File: src/rtl/pc_fetch_gen_pkg.sv
// Purpose: shared widths, reset PC, instruction stride and fetch FSM state encoding.
// Latency: n/a (types and constants only).
// Backpressure: n/a.
package pc_fetch_gen_pkg;

    localparam int unsigned          CPU_WIDTH       = 32;
    localparam logic [CPU_WIDTH-1:0] RESET_PC_DFLT   = 32'h8000_0000;
    localparam int unsigned          INST_BYTES_DFLT = 4;
    localparam int unsigned          INST_W_DFLT     = 32;

    // One fetch in flight at a time: issue, wait for the response, hold it for decode.
    typedef enum logic [1:0] {
        IDLE = 2'd0,
        REQ  = 2'd1,
        WAIT = 2'd2,
        OUT  = 2'd3
    } fetch_state_e;

endpackage

File: src/rtl/pc_redir_mux.sv
// Purpose: pick the redirect target (trap beats branch) and force instruction alignment.
// Latency: purely combinational.
// Backpressure: none; redirects are never refused.
module pc_redir_mux
    import pc_fetch_gen_pkg::*;
#(
    parameter int unsigned XLEN       = CPU_WIDTH,
    parameter int unsigned INST_BYTES = INST_BYTES_DFLT
) (
    input  logic            trap_valid,
    input  logic [XLEN-1:0] trap_pc,
    input  logic            br_valid,
    input  logic [XLEN-1:0] br_pc,
    output logic            redir,
    output logic [XLEN-1:0] tgt
);

    // A stride of 1 byte needs no alignment; otherwise clear the sub-instruction bits.
    localparam int unsigned     ALIGN_BITS = (INST_BYTES > 1) ? $clog2(INST_BYTES) : 0;
    localparam logic [XLEN-1:0] ALIGN_MASK = ~((XLEN'(1) << ALIGN_BITS) - XLEN'(1));

    // Trap/mret redirects win; a branch in the same cycle is simply dropped.
    always_comb begin
        redir = trap_valid | br_valid;
        tgt   = (trap_valid ? trap_pc : br_pc) & ALIGN_MASK;
    end

endmodule

File: src/rtl/pc_fetch_gen.sv
// Purpose: fetch PC register and single-outstanding fetch request generator with a one-entry decode buffer.
// Latency: request accept -> response -> out_valid the cycle after rsp_valid; 3 cycles per instruction best case.
// Backpressure: stall/req_ready hold issue, out_ready holds the buffer; redirects and responses are never blocked.
module pc_fetch_gen
    import pc_fetch_gen_pkg::*;
#(
    parameter int unsigned     XLEN       = CPU_WIDTH,
    parameter logic [XLEN-1:0] RESET_PC   = XLEN'(RESET_PC_DFLT),
    parameter int unsigned     INST_BYTES = INST_BYTES_DFLT,
    parameter int unsigned     INST_W     = INST_W_DFLT
) (
    input  logic              clk,
    input  logic              rstn,
    input  logic              stall,
    input  logic              redir_trap_valid,
    input  logic [XLEN-1:0]   redir_trap_pc,
    input  logic              redir_br_valid,
    input  logic [XLEN-1:0]   redir_br_pc,
    output logic              req_valid,
    input  logic              req_ready,
    output logic [XLEN-1:0]   req_pc,
    input  logic              rsp_valid,
    input  logic [INST_W-1:0] rsp_inst,
    input  logic              rsp_err,
    output logic              out_valid,
    input  logic              out_ready,
    output logic [XLEN-1:0]   out_pc,
    output logic [INST_W-1:0] out_inst,
    output logic              out_fault
);

    localparam logic [XLEN-1:0] PC_INC = XLEN'(INST_BYTES);

    logic            redir;
    logic [XLEN-1:0] tgt;

    pc_redir_mux #(
        .XLEN       (XLEN),
        .INST_BYTES (INST_BYTES)
    ) u_redir_mux (
        .trap_valid (redir_trap_valid),
        .trap_pc    (redir_trap_pc),
        .br_valid   (redir_br_valid),
        .br_pc      (redir_br_pc),
        .redir      (redir),
        .tgt        (tgt)
    );

    fetch_state_e      state_q, state_d;
    logic [XLEN-1:0]   pc_q, pc_d;
    logic [XLEN-1:0]   issued_pc_q, issued_pc_d;
    logic              kill_q, kill_d;
    logic [INST_W-1:0] inst_q, inst_d;
    logic              fault_q, fault_d;
    logic [XLEN-1:0]   out_pc_q, out_pc_d;
    logic              req_hs;

    assign req_hs = (state_q == REQ) && !stall && req_ready;

    // Next-state logic: a redirect always retargets pc, whatever the state.
    always_comb begin
        state_d     = state_q;
        pc_d        = pc_q;
        issued_pc_d = issued_pc_q;
        kill_d      = kill_q;
        inst_d      = inst_q;
        fault_d     = fault_q;
        out_pc_d    = out_pc_q;
        case (state_q)
            IDLE: begin
                state_d = REQ;
                if (redir) pc_d = tgt;
            end
            REQ: begin
                if (req_hs) begin
                    issued_pc_d = pc_q;
                    pc_d        = redir ? tgt : pc_q + PC_INC;
                    // A redirect in the accept cycle makes the just-issued fetch wrong-path.
                    kill_d      = redir;
                    state_d     = WAIT;
                end else if (redir) begin
                    pc_d = tgt;
                end
            end
            WAIT: begin
                if (rsp_valid) begin
                    if (kill_q || redir) begin
                        kill_d  = 1'b0;
                        if (redir) pc_d = tgt;
                        state_d = REQ;
                    end else begin
                        inst_d   = rsp_inst;
                        fault_d  = rsp_err;
                        out_pc_d = issued_pc_q;
                        state_d  = OUT;
                    end
                end else if (redir) begin
                    pc_d   = tgt;
                    kill_d = 1'b1;
                end
            end
            OUT: begin
                if (redir) begin
                    pc_d    = tgt;
                    inst_d  = '0;
                    fault_d = 1'b0;
                    state_d = REQ;
                end else if (out_ready) begin
                    state_d = REQ;
                end
            end
            default: state_d = IDLE;
        endcase
    end

    // State, PC and buffer registers.
    always_ff @(posedge clk or negedge rstn) begin
        if (!rstn) begin
            state_q     <= IDLE;
            pc_q        <= RESET_PC;
            issued_pc_q <= RESET_PC;
            kill_q      <= 1'b0;
            inst_q      <= '0;
            fault_q     <= 1'b0;
            out_pc_q    <= RESET_PC;
        end else begin
            state_q     <= state_d;
            pc_q        <= pc_d;
            issued_pc_q <= issued_pc_d;
            kill_q      <= kill_d;
            inst_q      <= inst_d;
            fault_q     <= fault_d;
            out_pc_q    <= out_pc_d;
        end
    end

    // out_valid is masked the same cycle a redirect arrives: the buffered
    // instruction is younger than whatever caused the redirect.
    always_comb begin
        req_valid = (state_q == REQ) && !stall;
        req_pc    = pc_q;
        out_valid = (state_q == OUT) && !redir;
        out_pc    = out_pc_q;
        out_inst  = inst_q;
        out_fault = fault_q;
    end

endmodule

File: config.mk
export PLATFORM = sky130hd
export DESIGN_NAME = pc_fetch_gen
export DESIGN_NICKNAME = d
export VERILOG_FILES = /design/src/rtl/pc_fetch_gen_pkg.sv /design/src/rtl/pc_redir_mux.sv /design/src/rtl/pc_fetch_gen.sv
export SDC_FILE = /design/constraint.sdc
export NUM_CORES = 1
export LEC_CHECK = 0
export CAP_MARGIN = 5
export CORE_AREA = 2 2 112 114
export DETAILED_ROUTE_END_ITERATION = 10
export DIE_AREA = 0 0 114 116
export DONT_BUFFER_PORTS = 1
export GPL_ROUTABILITY_DRIVEN = 0
export GPL_TIMING_DRIVEN = 0
export HOLD_SLACK_MARGIN = 0.05
export PLACE_DENSITY_LB_ADDON = 0.08
export SKIP_CTS_REPAIR_TIMING = 1
export SKIP_LAST_GASP = 1
export SYNTH_ARGS = -nofsm -noshare
export SYNTH_HDL_FRONTEND = slang
export SYNTH_HIERARCHICAL = 1
export SYNTH_SLANG_ARGS = --single-unit
File: constraint.sdc
create_clock -name clk -period 2.44 [get_ports clk]
set_input_delay 0.122 -clock clk [delete_from_list [all_inputs] [get_ports clk]]
set_output_delay 0.122 -clock clk [all_outputs]
set_load 0.01 [all_outputs]
==> run metrics <==
Clock Sinks=132; violated checks=hold timing; Max Clock Freq=0.430 GHz; Layout Area Growth over Synthesis=24.0%; Port Buf Inserts=0; CP Cell Sequence=ha_1 -> nand3_2 -> or4_4 -> or4_1 -> a21oi_1 -> a221o_1; register area share after synthesis=0.520; LEAKAGE=3.80 nW; Worst R2R End=req_pc[14]$_DFFE_PN0N_; Finished Cell Area=7880 µm²; leading register cell type out of synthesis=dfrtp_1; total power=6.79 mW; Cells after Synth=710; WHS=-605 ps; GR Overflow Total=0; CP arrival=2680 ps; worst slack, placed=-378 ps; Final Non-Filler Cells=966; clk_skew=7.73 ps; Worst slew margin=0.590; Clock Path Buffers=2; yosys warns=6; RR Startpoint=req_pc[2]$_DFFE_PN0N_; initial antenna violation count=0; final-report hold violation count=132; top cell type by total area after synthesis=dfrtp_1; total number of vias=5,445; WP data required=2800 ps; Max Slew Vio Count=0; Die Wd=114 µm; clock root cell=clkbuf_16; Skew-Pair Late Insertion Delay=420 ps; R2R cell count=6; Max Fanout on Critical Path=7; die area=13,200 µm²; CP max stage cell=or4_4; synthesized area=6350 µm²; largest net degree at the start of global routing=133; number of CTS-inserted buffers=17; initial drt markers=349; drt drc=0; utilization after layout=0.662; first-pass GRT wire length=26,200 µm; layout cell share with drive strength beyond 1=0.121; maxcap violations=0; fin nets=917; Synth area leaders=dfrtp_1 51%, nand2_1 17%, mux2_2 5.8%; period utilization=0.953; area fraction of the dominant cell type after synthesis=0.508; CP Launch Type=register; Antenna Nets Post-Route=0; Placed Instances=858; outcome=finished, violations left; Starting Density=0.533; vias in the first global route=5,071; Period minus WS final=2320 ps; diode count=0; start point of the critical path=req_pc[2]$_DFFE_PN0N_; row cnt=40; CP max stage delay=560 ps; CTS tree=built; routed length per instance=18.3 µm; routed vias/inst=5.64; HP Class=in -> async; fillers=966; core area=11,900 µm²; setup ws final=116 ps; Clock transition at path regs=60 ps; CP endpoint kind=register; H-tree levels=4; Final setup viols=0; GRT Total Usage=0.260; Slew @ Worst Pin=609 ps; Area after DPL=6540 µm²; Top Ports=204; Die Y=116 µm; DP Wirelength=11,600 µm; Mean Syn Cell Area=8.95 µm²; flop2flop setup slack=120 ps; number of synthesized flops with an enable pin=0; #FFs+latches synth=132; drt pass-1 iters=5; routed wire length=17,700 µm; FFs w/ async S/R, synth=1.00; pwr dens=861 nW/µm²; WS Path Type=reg -> reg; Synth cell types=49; Worst VDD drop=422 µV; TNS Setup=0 ps
-- worst max-delay path by stage --
| stage | endpoint | slack [ps] |
|---|---|---|
| finish | req_pc[14]$_DFFE_PN0N_ | 120 |
| global route | out_inst[29]$_DFFE_PN0P_ | -6 |
| CTS | out_pc[10]$_DFFE_PN0P_ | -400 |
| detailed placement | out_pc[10]$_DFFE_PN0P_ | -380 |
| global placement | out_pc[2]$_DFFE_PN0P_ | -310 |
| floorplan | req_pc[14]$_DFFE_PN0N_ | 350 |
-- registers in the layout, summed over array words and instances (netlist names) --
signal,flops
kill_q,1
req_pc,32
out_fault,1
issued_pc_q,32
out_inst,32
state_q,2
out_pc,32
-- power by group --
part           total [mW]  internal, mW  switching (mW)
registers            3.24          2.72           0.520
logic                1.29         0.573           0.717
clock network        2.25          1.36           0.897
total                6.79          4.65            2.13
-- critical path: cells and delay by family (launching register included) --
family                   cells  cell delay [ps]
adder cells (fa/ha/maj)      1              250
flip-flops                   1              530
AO/OA/AOI/OAI                2              270
AND/OR/NAND/NOR              3             1220
-- placed cells by master, fill, tap and decap left out, types with 5 or more instances in the layout --
| master | count |
|---|---|
| nand2_1 | 291 |
| dfrtp_1 | 128 |
| dlygate4sd3_1 | 76 |
| nand3b_1 | 35 |
| mux2_2 | 33 |
| clkbuf_1 | 26 |
| nand3_1 | 23 |
| o21ai_0 | 17 |
| clkbuf_16 | 17 |
| clkbuf_2 | 13 |
| nand4_1 | 12 |
| nor2_1 | 9 |
| nor3_1 | 9 |
| nor4_1 | 8 |
| xnor2_1 | 8 |
| a21oi_1 | 7 |
| or3_1 | 7 |
| mux2i_1 | 6 |
| inv_1 | 5 |
| a31oi_1 | 5 |
| a22oi_1 | 5 |
| xor2_1 | 5 |
| buf_4 | 5 |
-- cell type report --
type	count	area, µm²	share of cell area
Buffer	45	230	0.0292
Clock buffer	25	485	0.0616
Clock inverter	5	27.5	0.00349
Inverter	7	26.3	0.00333
Multi-Input combinational cell	526	2840	0.360
Sequential cell	132	3310	0.420
Tap cell	147	184	0.0233
Timing Repair Buffer	79	783	0.0994
-- cells in the mapped netlist, types with 2 or more instances --
| library cell | n |
|---|---|
| o31ai_1 | 2 |
| dfstp_2 | 3 |
| buf_4 | 2 |
| a21oi_1 | 7 |
| nor2_1 | 10 |
| nand3b_1 | 35 |
| nor3_1 | 9 |
| nand2b_1 | 2 |
| nor4_1 | 9 |
| buf_1 | 6 |
| nand3_1 | 23 |
| xnor2_1 | 8 |
| inv_1 | 5 |
| or2_2 | 2 |
| a22oi_1 | 5 |
| and4_1 | 2 |
| a31oi_1 | 5 |
| dfrtp_1 | 129 |
| o21ai_0 | 17 |
| mux2_2 | 33 |
| nand2_1 | 291 |
| nand4_1 | 12 |
| xor2_1 | 5 |
| or3_1 | 7 |
| o211ai_1 | 4 |
| o22ai_1 | 4 |
| a22o_1 | 4 |
| nor2b_1 | 3 |
| ha_1 | 4 |
| o21ai_1 | 2 |
| mux2i_1 | 6 |
| buf_2 | 5 |
| buf_6 | 3 |
| clkbuf_1 | 30 |
| and3_1 | 2 |
-- metal layers --
layer | track usage | vias to the layer above | part of all wire
li1 | - | 2561 | -
met5 | 0 | - | 0
met1 | 0.325 | 2632 | 0.40
met3 | 0.0905 | 24 | 0.088
met4 | 0.111 | 0 | 0.017
met2 | 0.414 | 228 | 0.49
-- cell families (layout without fill, tap and decap cells) --
group           Yosys count  after routing  synth area share
xor+xnor                 13             13            0.0179
mux                      39             39            0.0679
fa+ha+maj                 4              4           0.00788
flops                   132            132             0.520
compound gates           53             53            0.0522
other cells               1              2          0.000590
simple gates            415            415             0.296
buf+inv                  53            161            0.0370
No activity file was read; power rests on OpenSTA's default activity.
